### config.mk
export PLATFORM = sky130hd
export DESIGN_NAME = adder_tree_sequencer
export DESIGN_NICKNAME = d
export VERILOG_FILES = /design/src/rtl/adder_tree_seq_pkg.sv /design/src/rtl/adder_tree_layer.sv /design/src/rtl/adder_tree_sequencer.sv
export SDC_FILE = /design/constraint.sdc
export NUM_CORES = 1
export LEC_CHECK = 0
export BUFFER_PORTS_ARGS = -buffer_cell sky130_fd_sc_hd__clkbuf_2
export CORE_MARGIN = 10
export CORE_UTILIZATION = 60
export DETAILED_ROUTE_END_ITERATION = 12
export PLACE_DENSITY = 0.91
export REMOVE_ABC_BUFFERS = 1
export SLEW_MARGIN = 20
export SYNTH_ARGS = -nofsm -noshare
export SYNTH_HDL_FRONTEND = slang
export SYNTH_SLANG_ARGS = --single-unit
### constraint.sdc
create_clock -name clk -period 8.3 [get_ports clk]
set_clock_uncertainty 0.1 [all_clocks]
set_input_delay 0.415 -clock clk [delete_from_list [all_inputs] [get_ports clk]]
set_output_delay 0.415 -clock clk [all_outputs]
set_load 0.02 [all_outputs]
### src/rtl/adder_tree_seq_pkg.sv
// Shared types and cycle-count helpers for the time-multiplexed
// adder-tree reduction sequencer.
package adder_tree_seq_pkg;

  typedef enum logic [1:0] {
    IDLE   = 2'd0,
    REDUCE = 2'd1,
    DONE   = 2'd2
  } state_e;

  function automatic int steps_in_pass(
    input int n,
    input int l,
    input int p
  );
    int c;
    c = n >> p;
    return (c >= 2 * l) ? c / (2 * l) : 1;
  endfunction

  function automatic int reduce_cycles(
    input int n,
    input int l
  );
    int t;
    t = 0;
    for (int p = 0; (n >> p) > 1; p++)
      t += steps_in_pass(n, l, p);
    return t;
  endfunction

  // Reduce cycles already spent before (pass, step) starts.
  function automatic int elapsed_cycles(
    input int n,
    input int l,
    input int pass,
    input int step
  );
    int t;
    t = 0;
    for (int p = 0; p < pass; p++)
      t += steps_in_pass(n, l, p);
    return t + step;
  endfunction

endpackage

### src/rtl/adder_tree_layer.sv
// One combinational layer of pairwise adders: out[i] = in[2i] + in[2i+1],
// wrapping at DATAW bits.
module adder_tree_layer #(
  parameter int INPUTS_AMOUNT = 2,
  parameter int DATAW         = 8
) (
  input  logic [INPUTS_AMOUNT-1:0][DATAW-1:0]   in_data_i,
  output logic [INPUTS_AMOUNT/2-1:0][DATAW-1:0] sum_o
);

  for (genvar i = 0; i < INPUTS_AMOUNT / 2; i++) begin : g_lane
    assign sum_o[i] = in_data_i[2*i] + in_data_i[2*i+1];
  end

endmodule

### src/rtl/adder_tree_sequencer.sv
// Sums NUM_INPUTS signed samples by folding a local buffer in place
// through one shared adder layer of 2*LANES inputs.
module adder_tree_sequencer
  import adder_tree_seq_pkg::*;
#(
  parameter  int NUM_INPUTS = 16,
  parameter  int DATAW      = 8,
  parameter  int LANES      = 4,
  localparam int SUMW       = DATAW + $clog2(NUM_INPUTS)
) (
  input  logic                                 clk,
  input  logic                                 rst,
  input  logic                                 flush,
  input  logic                                 in_valid,
  output logic                                 in_ready,
  input  logic [NUM_INPUTS-1:0][DATAW-1:0]     in_data,
  output logic                                 out_valid,
  input  logic                                 out_ready,
  output logic signed [SUMW-1:0]               out_sum,
  output logic                                 busy
);

  localparam int PASSES = $clog2(NUM_INPUTS);
  localparam int TW     = 2 * LANES;
  localparam int LOG_L  = $clog2(LANES);
  localparam int LOG_TW = LOG_L + 1;
  localparam int IW     = $clog2(NUM_INPUTS);
  localparam int SW     = $clog2(NUM_INPUTS);
  localparam int PW     = $clog2(PASSES + 1);

  localparam logic [IW:0]   TW_C   = (IW+1)'(TW);
  localparam logic [IW:0]   N_C    = (IW+1)'(NUM_INPUTS);
  localparam logic [PW-1:0] LAST_P = PW'(PASSES - 1);

  state_e          state_q, state_d;
  logic [PW-1:0]   pass_q, pass_d;
  logic [SW-1:0]   step_q, step_d;
  logic [SUMW-1:0] mem_q [NUM_INPUTS];
  logic [SUMW-1:0] mem_d [NUM_INPUTS];

  logic [TW-1:0][SUMW-1:0]    lyr_in;
  logic [LANES-1:0][SUMW-1:0] lyr_out;

  logic [IW:0]   act_cnt;
  logic [IW:0]   rd_base;
  logic [IW:0]   wr_base;
  logic [SW-1:0] last_idx;
  logic          last_step;
  logic          last_pass;

  assign act_cnt = N_C >> pass_q;
  assign rd_base = (IW+1)'(step_q) << LOG_TW;
  assign wr_base = (IW+1)'(step_q) << LOG_L;

  always_comb begin
    last_idx = '0;
    if (act_cnt >= TW_C)
      last_idx = SW'((act_cnt >> LOG_TW) - 1'b1);
  end

  assign last_step = (step_q == last_idx);
  assign last_pass = (pass_q == LAST_P);

  // Entries at or beyond the active count feed zero to unused lanes.
  always_comb begin
    lyr_in = '0;
    for (int i = 0; i < TW; i++) begin
      if ((IW+1)'(i) < act_cnt)
        lyr_in[i] = mem_q[IW'(rd_base + (IW+1)'(i))];
    end
  end

  adder_tree_layer #(
    .INPUTS_AMOUNT (TW),
    .DATAW         (SUMW)
  ) u_layer (
    .in_data_i (lyr_in),
    .sum_o     (lyr_out)
  );

  always_comb begin
    state_d = state_q;
    pass_d  = pass_q;
    step_d  = step_q;
    mem_d   = mem_q;
    if (flush) begin
      state_d = IDLE;
    end else begin
      unique case (state_q)
        IDLE: begin
          if (in_valid) begin
            for (int k = 0; k < NUM_INPUTS; k++)
              mem_d[k] = {{(SUMW-DATAW){in_data[k][DATAW-1]}},
                          in_data[k]};
            pass_d  = '0;
            step_d  = '0;
            state_d = REDUCE;
          end
        end
        REDUCE: begin
          for (int l = 0; l < LANES; l++) begin
            if ((IW+1)'(2 * l) < act_cnt)
              mem_d[IW'(wr_base + (IW+1)'(l))] = lyr_out[l];
          end
          if (last_step) begin
            step_d = '0;
            if (last_pass)
              state_d = DONE;
            else
              pass_d = pass_q + 1'b1;
          end else begin
            step_d = step_q + 1'b1;
          end
        end
        DONE: begin
          if (out_ready)
            state_d = IDLE;
        end
        default: state_d = IDLE;
      endcase
    end
  end

  always_ff @(posedge clk or posedge rst) begin
    if (rst) begin
      state_q <= IDLE;
      pass_q  <= '0;
      step_q  <= '0;
      for (int k = 0; k < NUM_INPUTS; k++)
        mem_q[k] <= '0;
    end else begin
      state_q <= state_d;
      pass_q  <= pass_d;
      step_q  <= step_d;
      mem_q   <= mem_d;
    end
  end

  assign in_ready  = (state_q == IDLE);
  assign out_valid = (state_q == DONE);
  assign busy      = (state_q != IDLE);
  assign out_sum   = mem_q[0];

  always_ff @(posedge clk) begin
    if (!rst && !flush && state_q == REDUCE
        && last_step && last_pass)
      assert (elapsed_cycles(NUM_INPUTS, LANES,
                             int'(pass_q), int'(step_q)) + 1
              == reduce_cycles(NUM_INPUTS, LANES));
  end

endmodule

[Yosys cells after proc, flatten, opt, wreduce, memory -nomap -nowiden]
Index checks and enable logic that the tools add are counted.
Word-level totals
  register bits: 201
  output and inout port bits: 15
Cells by class
  $add $sub $neg: 17
  reduce and logical (&&, ||, !) cells: 10
  muxes and demuxes: 70
  bitwise gates (word level): 13
  equality and inequality tests: 11
  $lt $le $gt $ge: 25
  shift operators: 1
Operator list (number)
  192-bit two-way mux: 11
  192-bit bitwise mux: 4
  12-bit binary-select mux with 4-bit select: 8
  192-bit case mux with 2 select lines: 1
  12-bit two-way mux: 28
  12-bit demux with 4-bit select: 4
  5-bit greater-or-equal comparator (second input constant): 12
  4-bit NOT with 5-bit output: 12
  12-bit adder: 4
  3-bit by 5-bit less-than comparator with 1-bit output (first input constant): 4
  5-bit by 1-bit less-than comparator with 1-bit output (second input constant): 4
  4-bit by 2-bit adder with 4-bit output (second input constant): 4
  4-bit by 3-bit adder with 4-bit output (second input constant): 4
  4-bit by 1-bit adder with 4-bit output (second input constant): 3
  4-bit two-way mux: 3
  1-bit by 5-bit less-than comparator with 1-bit output (first input constant): 2
  2-bit by 5-bit less-than comparator with 1-bit output (first input constant): 2
  2-bit two-way mux: 5
  3-bit two-way mux: 3
  3-bit != test (second input constant): 3
  4-bit case mux with 2 select lines: 1
  2-bit != test (second input constant): 3
  2-bit case mux with 3 select lines: 1
  3-bit case mux with 2 select lines: 1
  other kinds (16): 20

[Depth between registers and ports, before layout]
Gate-level depths: netlist (run 1).
  depth in word-level cells: 22
  gate-level depth with buffers: 17
  gate-level depth less buffers: 13

[By module]
Synthesis (run 1) repeated with hierarchy kept, for this count alone.
Second synthesis, totals
  cell total of the unflattened synthesis: 1289
  area, all modules: 13464.2 um^2
By module, submodules not included
  adder_tree_sequencer: area an instance 11587.4 um^2, instances 1, cells an instance 1061, sequential area each 5029.8 um^2
  adder_tree_layer: area an instance 1876.8 um^2, instances 1, cells an instance 228, sequential area each 0.0 um^2

[Least setup slack after synthesis (run 1)]
No wires, ideal clock.
  path type: flip-flop to flip-flop
  from: register pass_q[0]
  to: register mem_q[116] in the netlist's numbering
  library setup time: 0.086 ns
  data arrival time: 3.598 ns
  slack: 4.516 ns
  clock period less this slack: 3.784 ns
  path buffers: 4
  data required time: 8.114 ns
  cell stages (with the launch flop): 18
  cells stage by stage: dfrtp_1 ha_1 ha_1 buf_2 a211oi_1 or2_1 buf_2 buf_2 buf_1 nor2_1 ha_1 fa_1 a211oi_1 o21bai_1 a21oi_1 a21boi_1 and3_1 nor3_1
Between the ends
  longest elaborated chain between the ends: 19
  elaborated cells on any way between the ends: 36
Ends and longest elaborated chain
  from (decl): line adder_tree_sequencer.sv:36  | logic [PW-1:0] pass_q, pass_d;
  from (signal assigned): line adder_tree_sequencer.sv:133  | pass_q <= pass_d;
  5-bit by 3-bit >> shifter with 5-bit output (*): line adder_tree_sequencer.sv:51  | assign act_cnt = N_C >> pass_q;
  1-bit by 5-bit less-than comparator with 1-bit output (on tied branches): line adder_tree_sequencer.sv:68, adder_tree_sequencer.sv:102
  12-bit two-way mux: line adder_tree_sequencer.sv:68  | if ((IW+1)'(i) < act_cnt)
  12-bit adder: line adder_tree_layer.sv:12  | assign sum_o[i] = in_data_i[2*i] + in_data_i[2*i+1];
  192-bit bitwise mux: line adder_tree_sequencer.sv:103  | mem_d[IW'(wr_base + (IW+1)'(l))] = lyr_out[l];
  192-bit two-way mux: line adder_tree_sequencer.sv:102  | if ((IW+1)'(2 * l) < act_cnt)
  192-bit two-way mux: line adder_tree_sequencer.sv:89  | unique case (state_q)
  192-bit two-way mux: line adder_tree_sequencer.sv:86  | if (flush) begin
  (+3 left out)
  192-bit two-way mux: line adder_tree_sequencer.sv:86
  192-bit bitwise mux: line adder_tree_sequencer.sv:103
  192-bit two-way mux: line adder_tree_sequencer.sv:102
  192-bit two-way mux: line adder_tree_sequencer.sv:89
  192-bit two-way mux: line adder_tree_sequencer.sv:86
  192-bit bitwise mux: line adder_tree_sequencer.sv:103
  192-bit two-way mux (*): line adder_tree_sequencer.sv:102
  192-bit case mux with 2 select lines (*): line adder_tree_sequencer.sv:89
  to (signal assigned): line adder_tree_sequencer.sv:135  | mem_q <= mem_d;
  to (decl): line adder_tree_sequencer.sv:38  | logic [SUMW-1:0] mem_q [NUM_INPUTS];
Mark *: on every way between the ends. The rest lies on a longest branch, timed or not. The select of a mux whose other input is x is not followed.
A chain may end at the register's enable or synchronous reset.

[Worst setup path after layout (run 1)]
  from: register pass_q[0]
  to: register mem_q[128] in the netlist's numbering
The elaborated chain is that of the path after synthesis.

==> results of run 1 <==
[kinds of logic after synthesis]
kind of cell / Yosys count / share of synthesized area [%]
flip-flops: 201 / 39.7
adder cells (fa/ha/maj): 57 / 5.86
buffers and inverters: 105 / 4.06
AO/OA/AOI/OAI: 465 / 25.2
AND/OR/NAND/NOR: 454 / 15.4
XOR/XNOR: 34 / 2.35
multiplexers: 95 / 7.50
[sequential cells by signal, summed over array words and instances, names as in the netlist]
register and cells:
mem_q 180, out_sum 12, step_q 4, pass_q 3, state_q 2
[per-stage QoR]
stage | setup WS [ns] | utilization (%) | area, um2 | cells | hold slack, ns
detailed placement | 4.14 | 64.5 | 13500 | 1762 | 0.370
global route | 3.61 | 67.9 | 14200 | 1803 | 0.0416
global placement | 4.15 | 64.5 | 13500 | 1762 | 0.361
floorplan | 2.30 | - | 12200 | 1321 | 0.349
finish | 3.91 | 67.9 | 14200 | 1803 | -0.0316
CTS | 4.03 | 67.9 | 14200 | 1803 | 0.0269
[final cells by class]
cell class	instances	area [um2]
multi-input combinational	1105	7160
fill	1632	6700
tap	275	344
inverter	15	63.8
timing repair buffer	166	878
clock inverter	9	77.6
clock buffer	32	639
sequential	201	5030
[synth_stat cells (all sizes together) (2+ instances only)]
library cell / number
o21bai: 13
clkbuf: 17
nor3b: 4
a21o: 19
a221oi: 20
ha: 53
o31ai: 4
nand4: 2
o21a: 15
a2111oi: 3
nand2: 96
a22oi: 81
and2: 4
xnor2: 19
a21oi: 87
o311ai: 2
a31oi: 4
nand3: 14
nor2b: 9
o22ai: 20
or2: 3
a211o: 3
a2bb2oi: 12
o221a: 12
nand2b: 2
fa: 4
a211oi: 15
mux2i: 95
nor2: 245
nor3: 45
buf: 73
or3: 3
dfrtp: 201
and3: 23
a221o: 37
xor2: 15
inv: 15
o21ai: 108
nand3b: 2
[worst paths after layout]
| kind | start | endpoint | slack (ns) | cells past startpoint |
|---|---|---|---|---|
| setup / recovery | pass_q[0]$_DFFE_PP0P_ | mem_q[128]$_DFFE_PP0P_ | 3.91 | 13 |
| hold / removal | rst | mem_q[5]$_DFFE_PP0P_ | -0.03 | 2 |
| setup reg to reg | pass_q[0]$_DFFE_PP0P_ | mem_q[128]$_DFFE_PP0P_ | 3.91 | 13 |
| hold reg to reg | mem_q[25]$_DFFE_PP0P_ | mem_q[25]$_DFFE_PP0P_ | 0.38 | 2 |
| max in group asynchronous | rst | step_q[0]$_DFFE_PP0P_ | 6.43 | 3 |
| min in group clk | in_data[83] | mem_q[63]$_DFFE_PP0P_ | 0.05 | 3 |
[worst reg2reg max path, stage by stage (launching register included)]
cell	delay [ns]
dfrtp_1	0.46
inv_1	0.11
ha_1	0.29
or3_1	0.42
nand2_1	0.37
nor2_1	0.12
ha_1	0.27
fa_1	0.48
a211oi_1	0.26
o21bai_1	0.14
a2111oi_0	0.51
nor2_1	0.14
xor2_1	0.22
a221o_1	0.37
[layer usage]
metal  vias up  track usage [%]  share of wire [%]
li1       5409                -                  -
met1      5786             38.8                 39
met2       783             43.7                 45
met3       123             6.15                 12
met4         0             10.2                3.6
met5         -                0                  0
==> impl_metrics.py, run 1 <==
metrics = {
    "timing": {
        "finalHoldViolCount": 11,
        "worst_pin_slew_ns": 1.03,
        "relSlewSlack_pct": 31.4,
        "fmax_mhz": 228,
        "finalCritPeriodShare_pct": 52.9,
        "holdWs_ns": -0.0316,
        "min_period_ns": 4.39,
        "finalSetupViolCount": 0,
        "drv_slew": 0,
        "grt_setup_unrepaired": "no",
        "tns_ns": 0,
    },
    "global_routing": {
        "overflow": 0,
        "grt_pass1_vias": 11700,
        "antenna_found_initial": 0,
        "gr-usage-all-layers_pct": 28.4,
        "grt_pass1_wl_mm": 62.8,
        "grt_max_degree": 126,
    },
    "worst_setup_path": {
        "crit_buf_inv": 1,
        "end_kind": "flip-flop",
        "arrival_ns": 4.68,
        "worstPathCellList": "inv_1 -> ha_1 -> or3_1 -> nand2_1 -> nor2_1 -> ha_1 -> fa_1 -> a211oi_1 -> o21bai_1 -> a2111oi_0 -> nor2_1 -> xor2_1 -> a221o_1",
        "worst_path_max_delay_cell": "a2111oi_0",
        "cpPeakStageDelay_ns": 0.51,
        "crit_fanout": 13,
        "path_class": "reg -> reg",
        "cp.required_ns": 8.59,
        "critPathLaunchType": "flip-flop",
        "crit_family": "compound AO/OA/AOI/OAI gates",
    },
    "finish": {
        "finalNetCount": 1702,
        "syn2layout_area_growth_pct": 11.9,
        "drive_gt1_share_pct": 15.2,
        "num_antenna_cells": 0,
        "mostFrequentLayoutCell": "nor2_1",
        "layout_common_cells": "nor2_1 (241), dfrtp_1 (200), clkbuf_2 (147), nand2_1 (95), mux2i_1 (95)",
    },
    "cts": {
        "clk_pin_slew_ns": 0.06,
        "htreeDepth": 1,
        "root_buffer": "clkbuf_16",
        "clk_latency_ns": 0.53,
        "cts_resized": 0,
        "post_cts_buffers": 0,
        "numCtsBuffers": 23,
        "numClockSinks": 201,
        "cts_tree": "done",
        "ctsHoldBuffers": 0,
        "cts_buffer_depth": 3,
    },
    "floorplanning": {
        "dieHeight_um": 165,
        "die_w_um": 165,
        "die_area_um2": 27400,
        "num_rows": 53,
        "core_um2": 20900,
        "start_util_pct": 60.7,
        "ios": 148,
    },
    "drt": {
        "avgRoutedWirePerCell_um": 22.0,
        "post-route-drc-count": 0,
        "via_per_inst": 6.71,
        "drt_wl_total_mm": 39.7,
        "via_count": 12100,
        "drtIter0Drc": 1465,
        "ant_nets": 0,
        "dr.pass1.iters": 6,
    },
    "logic_synthesis": {
        "avgSynthCellArea_um2": 8.99,
        "synth_area_leaders": "dfrtp_1 (40%), mux2i_1 (7.5%), nor2_1 (7.1%)",
        "syn-cell-area_um2": 12700,
        "synth_edf_count": 0,
        "synth_largest_area_cell": "dfrtp_1",
        "yosysTopAreaCellShare_pct": 39.7,
        "synth_cell_type_count": 62,
        "ys_seq_area_share_pct": 39.7,
        "ys_ff_latch": 201,
        "synthCells": 1411,
        "ys_async_sr_fraction_pct": 100,
        "ys.flop_type": "dfrtp_1",
        "yosysWarnings": 0,
    },
    "run": {
        "max-cap-violations": 0,
    },
    "place": {
        "routabilityCongestion": 0.988,
        "post-dp-hpwl_mm": 28.3,
        "numPortBuffers": 147,
    },
    "worst_hold_path": {
        "holdCritPathClass": "in -> async",
    },
    "status": {
        "failed_checks": "hold timing",
        "outcome": "finished, violations left",
    },
}
Power of run 1 is left out: the tool's default activity adds up to more than one toggle a clock period on the data nets, which glitch-free logic cannot reach.
==> inputs of run 2 (changes only) <==
--- a/config.mk
+++ b/config.mk
@@ -7,9 +7,9 @@
 export LEC_CHECK = 0
 export BUFFER_PORTS_ARGS = -buffer_cell sky130_fd_sc_hd__clkbuf_2
 export CORE_MARGIN = 10
-export CORE_UTILIZATION = 60
+export CORE_UTILIZATION = 54
 export DETAILED_ROUTE_END_ITERATION = 12
-export PLACE_DENSITY = 0.91
+export PLACE_DENSITY = 0.87
 export REMOVE_ABC_BUFFERS = 1
 export SLEW_MARGIN = 20
 export SYNTH_ARGS = -nofsm -noshare
==> constraint.sdc (replaced) <==
create_clock -name clk -period 3.9 [get_ports clk]
set_clock_uncertainty 0.1 [all_clocks]
set_input_delay 0.195 -clock clk [delete_from_list [all_inputs] [get_ports clk]]
set_output_delay 0.195 -clock clk [all_outputs]
set_load 0.02 [all_outputs]
==> run 2 against run 1 <==
Against the previous run: the run now ends clean; cell area grew 11%; first-iteration DRC count grew 18%; non-clock buffer count is 142 higher; global-route usage fell by 0.82 points; critical path depth unchanged; sequential cell count did not move; critical path type unchanged; highest routed layer unchanged.
==> impl_metrics.py, run 2 (synthesis gave the netlist of run 1 again) <==
metrics = {
    "worst_hold_path": {
        "min_from": "in_data[55]",
        "min_path_cells": 4,
        "holdCritPathClass": "in -> reg",
    },
    "drt": {
        "ant_nets": 0,
        "via_per_inst": 6.34,
        "drtIter0Drc": 1730,
        "drt_wl_total_mm": 42.9,
        "via_count": 12600,
        "post-route-drc-count": 0,
        "dr.pass1.iters": 6,
        "avgRoutedWirePerCell_um": 21.6,
    },
    "place": {
        "post-dp-hpwl_mm": 29.3,
        "dpl-instance-area_um2": 13800,
        "routabilityCongestion": 1.02,
        "numPortBuffers": 147,
        "dp.cells": 1833,
    },
    "finish": {
        "layout_common_cells": "nor2_1 (241), dfrtp_1 (199), clkbuf_2 (147), dlygate4sd3_1 (115)",
        "drive_gt1_share_pct": 16.4,
        "syn2layout_area_growth_pct": 24.3,
        "final_area_um2": 15800,
        "largest_register_ffs": 180,
        "finalNetCount": 1843,
        "finalNonFillerCells": 1988,
        "largest-register": "mem_q",
        "mostFrequentLayoutCell": "nor2_1",
        "post-route-util_pct": 67.8,
    },
    "global_routing": {
        "grt_max_degree": 123,
        "grt_pass1_vias": 12600,
        "overflow": 0,
        "globalRouteMet1Util_pct": 35.6,
        "met3_usage_pct": 7.04,
        "antenna_found_initial": 1,
        "gr-usage-met2_pct": 43.4,
        "top_usage_layer": "met2",
        "grt_pass1_wl_mm": 68.3,
        "gr-usage-all-layers_pct": 27.6,
    },
    "worst_setup_path": {
        "end_kind": "flip-flop",
        "timing.reg2reg.setup_slack_ns": 0.11,
        "arrival_ns": 4.07,
        "cp.required_ns": 4.19,
        "crit_path_start": "pass_q[0]$_DFFE_PP0P_",
        "critPathLaunchType": "flip-flop",
        "worst_path_max_delay_cell": "or3_1",
        "worst_r2r_endpoint": "mem_q[32]$_DFFE_PP0P_",
        "endpoint": "mem_q[32]$_DFFE_PP0P_",
        "crit_fanout": 6,
        "worstPathCellList": "inv_1 -> ha_1 -> or3_1 -> a21bo_4 -> nor2_1 -> ha_1 -> fa_2 -> a211oi_1 -> o21bai_1 -> a2111oi_2 -> nor2_1 -> xor2_1 -> a221o_1",
        "cpPeakStageDelay_ns": 0.45,
        "path_class": "reg -> reg",
        "r2r_cells": 13,
        "r2r_start": "pass_q[0]$_DFFE_PP0P_",
    },
    "timing": {
        "finalCritPeriodShare_pct": 97.1,
        "grt_setup_unrepaired": "no",
        "min_period_ns": 3.79,
        "drv_slew": 0,
        "worst_pin_slew_ns": 0.898,
        "relSlewSlack_pct": 39.7,
        "tns_ns": 0,
        "fmax_mhz": 264,
        "finalSetupViolCount": 0,
        "finalHoldViolCount": 0,
    },
    "floorplanning": {
        "start_util_pct": 54.5,
        "die_area_um2": 30000,
        "dieHeight_um": 173,
        "core_um2": 23300,
        "die_w_um": 173,
        "ios": 148,
        "num_rows": 56,
    },
    "cts": {
        "post_cts_buffers": 0,
        "htreeDepth": 1,
        "clk_pin_slew_ns": 0.06,
        "cts_buffer_depth": 3,
        "cts_tree": "done",
        "numCtsBuffers": 22,
        "root_buffer": "clkbuf_16",
        "clk_latency_ns": 0.51,
        "numClockSinks": 201,
    },
    "run": {
        "max-cap-violations": 0,
    },
    "status": {
        "outcome": "completed",
    },
}
==> run 2: changes by cell type in the layout (fill, tap and decap cells not counted), moves of 3 or more <==
cell and change:
dlygate4sd3_1 +115, clkbuf_8 +7, buf_4 +23, clkbuf_1 -4, buf_12 +3, clkinv_2 -4
==> run 2: how the worst min path moves through the flow <==
stage / to / slack [ns]
detailed placement: mem_q[2]$_DFFE_PP0P_ / 0.33
floorplan: state_q[1]$_DFFE_PP0P_ / 0.16
finish: mem_q[117]$_DFFE_PP0P_ / 0.06
CTS: mem_q[176]$_DFFE_PP0P_ / 0.04
global placement: mem_q[2]$_DFFE_PP0P_ / 0.32
global route: mem_q[117]$_DFFE_PP0P_ / 0.09
==> run 2: timing repair <==
item | 4_1_cts | 5_1_grt
pin swaps | 0 | 0
hold buffers | 115 | 0
hold endpoints to repair | 232 | 0
resized for setup | 2 | 15
endpoints found under the setup margin | 4 | 80
==> run 2: metal layers <==
layer	vias to the layer above	share of wire [%]
met1	5931	40
met3	147	11
met4	0	4.1
li1	5702	-
met2	829	45
met5	-	0
==> run 2: critical path: cells and delay by family, from the launching register on <==
family | cells | cell delay, ns
AO/OA/AOI/OAI | 5 | 1.40
adder cells (fa/ha/maj) | 3 | 0.89
AND/OR/NAND/NOR | 3 | 0.58
flip-flops | 1 | 0.41
XOR/XNOR | 1 | 0.20
buffers and inverters | 1 | 0.09
==> run 2: metrics by stage <==
| stage | setup WS, ns | hold slack [ns] |
|---|---|---|
| 2_1_floorplan | -1.99 | 0.161 |
| 3_3_place_gp | 0.103 | 0.317 |
| 3_5_place_dp | -0.0312 | 0.327 |
| 4_1_cts | 0.0142 | 0.0445 |
| 5_1_grt | 0.0135 | 0.0864 |
| 6_report | 0.112 | 0.0629 |
==> run 2: cell type report <==
class | count | area, um2
fill | 1738 | 7490
multi-input combinational | 1105 | 7200
sequential | 201 | 5030
timing repair buffer | 308 | 2270
clock buffer | 35 | 721
tap | 319 | 399
clock inverter | 4 | 70.1
inverter | 15 | 63.8
antenna | 1 | 2.50
Power of run 2 is left out for the same reason.
==> inputs of run 3 (changes only) <==
--- a/config.mk
+++ b/config.mk
@@ -6,12 +6,15 @@
 export NUM_CORES = 1
 export LEC_CHECK = 0
 export BUFFER_PORTS_ARGS = -buffer_cell sky130_fd_sc_hd__clkbuf_2
+export CELL_PAD_IN_SITES_DETAIL_PLACEMENT = 1
+export CELL_PAD_IN_SITES_GLOBAL_PLACEMENT = 1
 export CORE_MARGIN = 10
-export CORE_UTILIZATION = 54
+export CORE_UTILIZATION = 43
 export DETAILED_ROUTE_END_ITERATION = 12
 export PLACE_DENSITY = 0.87
 export REMOVE_ABC_BUFFERS = 1
 export SLEW_MARGIN = 20
 export SYNTH_ARGS = -nofsm -noshare
 export SYNTH_HDL_FRONTEND = slang
+export SYNTH_HIERARCHICAL = 1
 export SYNTH_SLANG_ARGS = --single-unit
==> run 3 against run 2 <==
Against the previous run: the run now ends with setup timing left; utilization down 13 points; critical path depth up 1; worst setup slack worse by 0.14 ns; critical endpoint is now mem_q[68]$_DFFE_PP0P_.
==> impl_metrics.py, run 3 <==
metrics = {
    "worst_setup_path": {
        "worst_r2r_endpoint": "mem_q[68]$_DFFE_PP0P_",
        "end_kind": "flip-flop",
        "r2r_cells": 14,
        "critPathLaunchType": "flip-flop",
        "arrival_ns": 4.30,
        "cp.required_ns": 4.26,
        "r2r_start": "pass_q[0]$_DFFE_PP0P_",
        "path_class": "reg -> reg",
        "crit_fanout": 11,
        "timing.reg2reg.setup_slack_ns": -0.03,
    },
    "global_routing": {
        "gr-usage-all-layers_pct": 24.5,
        "overflow": 0,
        "grt_max_degree": 103,
        "grt_pass1_wl_mm": 76.3,
        "antenna_found_initial": 1,
        "grt_pass1_vias": 12900,
    },
    "cts": {
        "numCtsBuffers": 24,
        "htreeDepth": 1,
        "root_buffer": "clkbuf_16",
        "numClockSinks": 201,
        "cts_buffer_depth": 3,
        "clk_pin_slew_ns": 0.06,
        "cts_tree": "done",
        "clk_latency_ns": 0.54,
    },
    "floorplanning": {
        "dieHeight_um": 197,
        "core_um2": 30700,
        "start_util_pct": 43.8,
        "die_area_um2": 38800,
        "die_w_um": 197,
        "ios": 148,
        "num_rows": 64,
    },
    "timing": {
        "worst_pin_slew_ns": 0.923,
        "grt_setup_unrepaired": "yes",
        "finalHoldViolCount": 0,
        "relSlewSlack_pct": 38.5,
        "layout_setup_ws_ns": -0.0327,
        "fmax_mhz": 254,
        "finalSetupViolCount": 4,
        "finalCritPeriodShare_pct": 101,
        "drv_slew": 0,
        "min_period_ns": 3.93,
    },
    "worst_hold_path": {
        "min_path_cells": 3,
        "min_from": "in_data[118]",
        "hold-path-endpoint": "mem_q[18]$_DFFE_PP0P_",
        "holdCritPathClass": "in -> reg",
    },
    "finish": {
        "fillers": 3316,
        "largest_register_ffs": 180,
        "final-seq-area_um2": 5030,
        "layout_common_cells": "dfrtp_1 (199), nor2_1 (168), clkbuf_2 (147), mux2_2 (114), dlygate4sd3_1 (114)",
        "post-route-util_pct": 54.7,
        "largest-register": "mem_q",
        "syn2layout_area_growth_pct": 24.8,
        "multi_input_area_um2": 7990,
        "finalNonFillerCells": 1953,
        "finalNetCount": 1728,
        "mostFrequentLayoutCell": "dfrtp_1",
        "drive_gt1_share_pct": 28.5,
        "final_area_um2": 16800,
    },
    "place": {
        "dpl-instance-area_um2": 14600,
        "routabilityCongestion": 0.906,
        "dp.cells": 1792,
        "post-dp-hpwl_mm": 33.2,
        "numPortBuffers": 147,
    },
    "logic_synthesis": {
        "synth_edf_count": 0,
        "yosysWarnings": 6,
        "yosysTopAreaCellShare_pct": 37.4,
        "ys_seq_area_share_pct": 37.4,
        "syn-cell-area_um2": 13500,
        "synth_common_cells": "dfrtp_1 (201), nor2_1 (169), mux2_2 (114)",
        "synthCells": 1289,
        "synth_area_leaders": "dfrtp_1 (37%), mux2_2 (9.5%), mux2i_1 (7.4%)",
        "synth_cell_type_count": 65,
        "synth.most_common_cell": "dfrtp_1",
        "ys_async_sr_fraction_pct": 100,
        "ys_ff_latch": 201,
        "synth_largest_area_cell": "dfrtp_1",
        "ys.flop_type": "dfrtp_1",
        "avgSynthCellArea_um2": 10.4,
    },
    "status": {
        "failed_checks": "setup timing",
        "outcome": "finished, violations left",
    },
    "drt": {
        "via_count": 11900,
        "dr.pass1.iters": 5,
        "post-route-drc-count": 0,
        "via_per_inst": 6.10,
        "ant_nets": 0,
        "avgRoutedWirePerCell_um": 25.5,
        "drt_wl_total_mm": 49.8,
        "drtIter0Drc": 754,
    },
    "run": {
        "max-cap-violations": 0,
    },
}
run 3: how the worst max path moves through the flow:
stage | slack [ns] | end | startpoint | cells past startpoint
2_1_floorplan | -2.01 | mem_q[34]$_DFFE_PP0P_ | step_q[0]$_DFFE_PP0P_ | 11
3_3_place_gp | 0.1 | mem_q[46]$_DFFE_PP0P_ | pass_q[0]$_DFFE_PP0P_ | 15
3_5_place_dp | -0.07 | mem_q[116]$_DFFE_PP0P_ | pass_q[0]$_DFFE_PP0P_ | 14
4_1_cts | 0.0002 | mem_q[116]$_DFFE_PP0P_ | pass_q[0]$_DFFE_PP0P_ | 14
5_1_grt | -0.16 | mem_q[68]$_DFFE_PP0P_ | pass_q[0]$_DFFE_PP0P_ | 14
6_report | -0.03 | mem_q[68]$_DFFE_PP0P_ | pass_q[0]$_DFFE_PP0P_ | 14
run 3: per-layer routing:
metal / share of wire [%] / up-vias / routed length (um) / GRT usage (%)
met2: 51 / 398 / 25600 / 44.0
met4: 3.8 / 2 / 1900 / 8.26
met5: 0.026 / - / 13 / 0
met3: 4.9 / 125 / 2450 / 3.32
li1: - / 5282 / - / -
met1: 40 / 6109 / 19800 / 29.6
run 3: final cells by class:
cell class              count  share of cell area [%]
multi-input cells         976                    47.5
flip-flops and latches    201                    30.0
repair buffers            324                    14.1
inverters                  11                   0.290
clock inverters            13                    1.02
well taps                 396                    2.95
diodes                      1                  0.0149
clock buffers              31                    4.15
run 3: kinds of logic (layout without fill, tap and decap cells):
group	Yosys count	count (layout)	synth area share [%]
AND/OR/NAND/NOR	285	285	9.96
adder cells (fa/ha/maj)	57	57	5.52
AO/OA/AOI/OAI	365	365	21.7
XOR/XNOR	45	45	2.93
flip-flops	201	201	37.4
buffers and inverters	112	379	4.67
other	0	1	0
multiplexers	224	224	17.8
run 3: per-stage QoR:
stage | worst slack, ns | setup TNS, ns | hold WS (ns)
global route | -0.161 | -2.70 | 0.0231
global placement | 0.0953 | 0 | 0.268
finish | -0.0327 | -0.0547 | 0.0193
floorplan | -2.01 | -668.40 | 0.179
CTS | 0.000193 | 0 | 0.00864
detailed placement | -0.0670 | -0.199 | 0.271
run 3: what timing repair did:
item | CTS | global route
setup buffers | 0 | 2
hold endpoints to repair | 211 | 0
hold buffers | 114 | 0
endpoints found under the setup margin | 16 | 78
gates resized for setup | 3 | 35
pin swaps | 0 | 6
run 3: worst max-delay path, cell delays in order, from the launching register on:
cell	delay (ns)
dfrtp_2	0.45
ha_1	0.22
ha_2	0.24
a211oi_4	0.26
or2_4	0.20
buf_4	0.18
nor2_1	0.08
ha_1	0.41
o21ai_0	0.28
o21bai_1	0.14
a2111oi_2	0.43
nor3_1	0.15
xor2_1	0.33
and3_1	0.24
o22a_1	0.16
Power of run 3 is left out for the same reason.
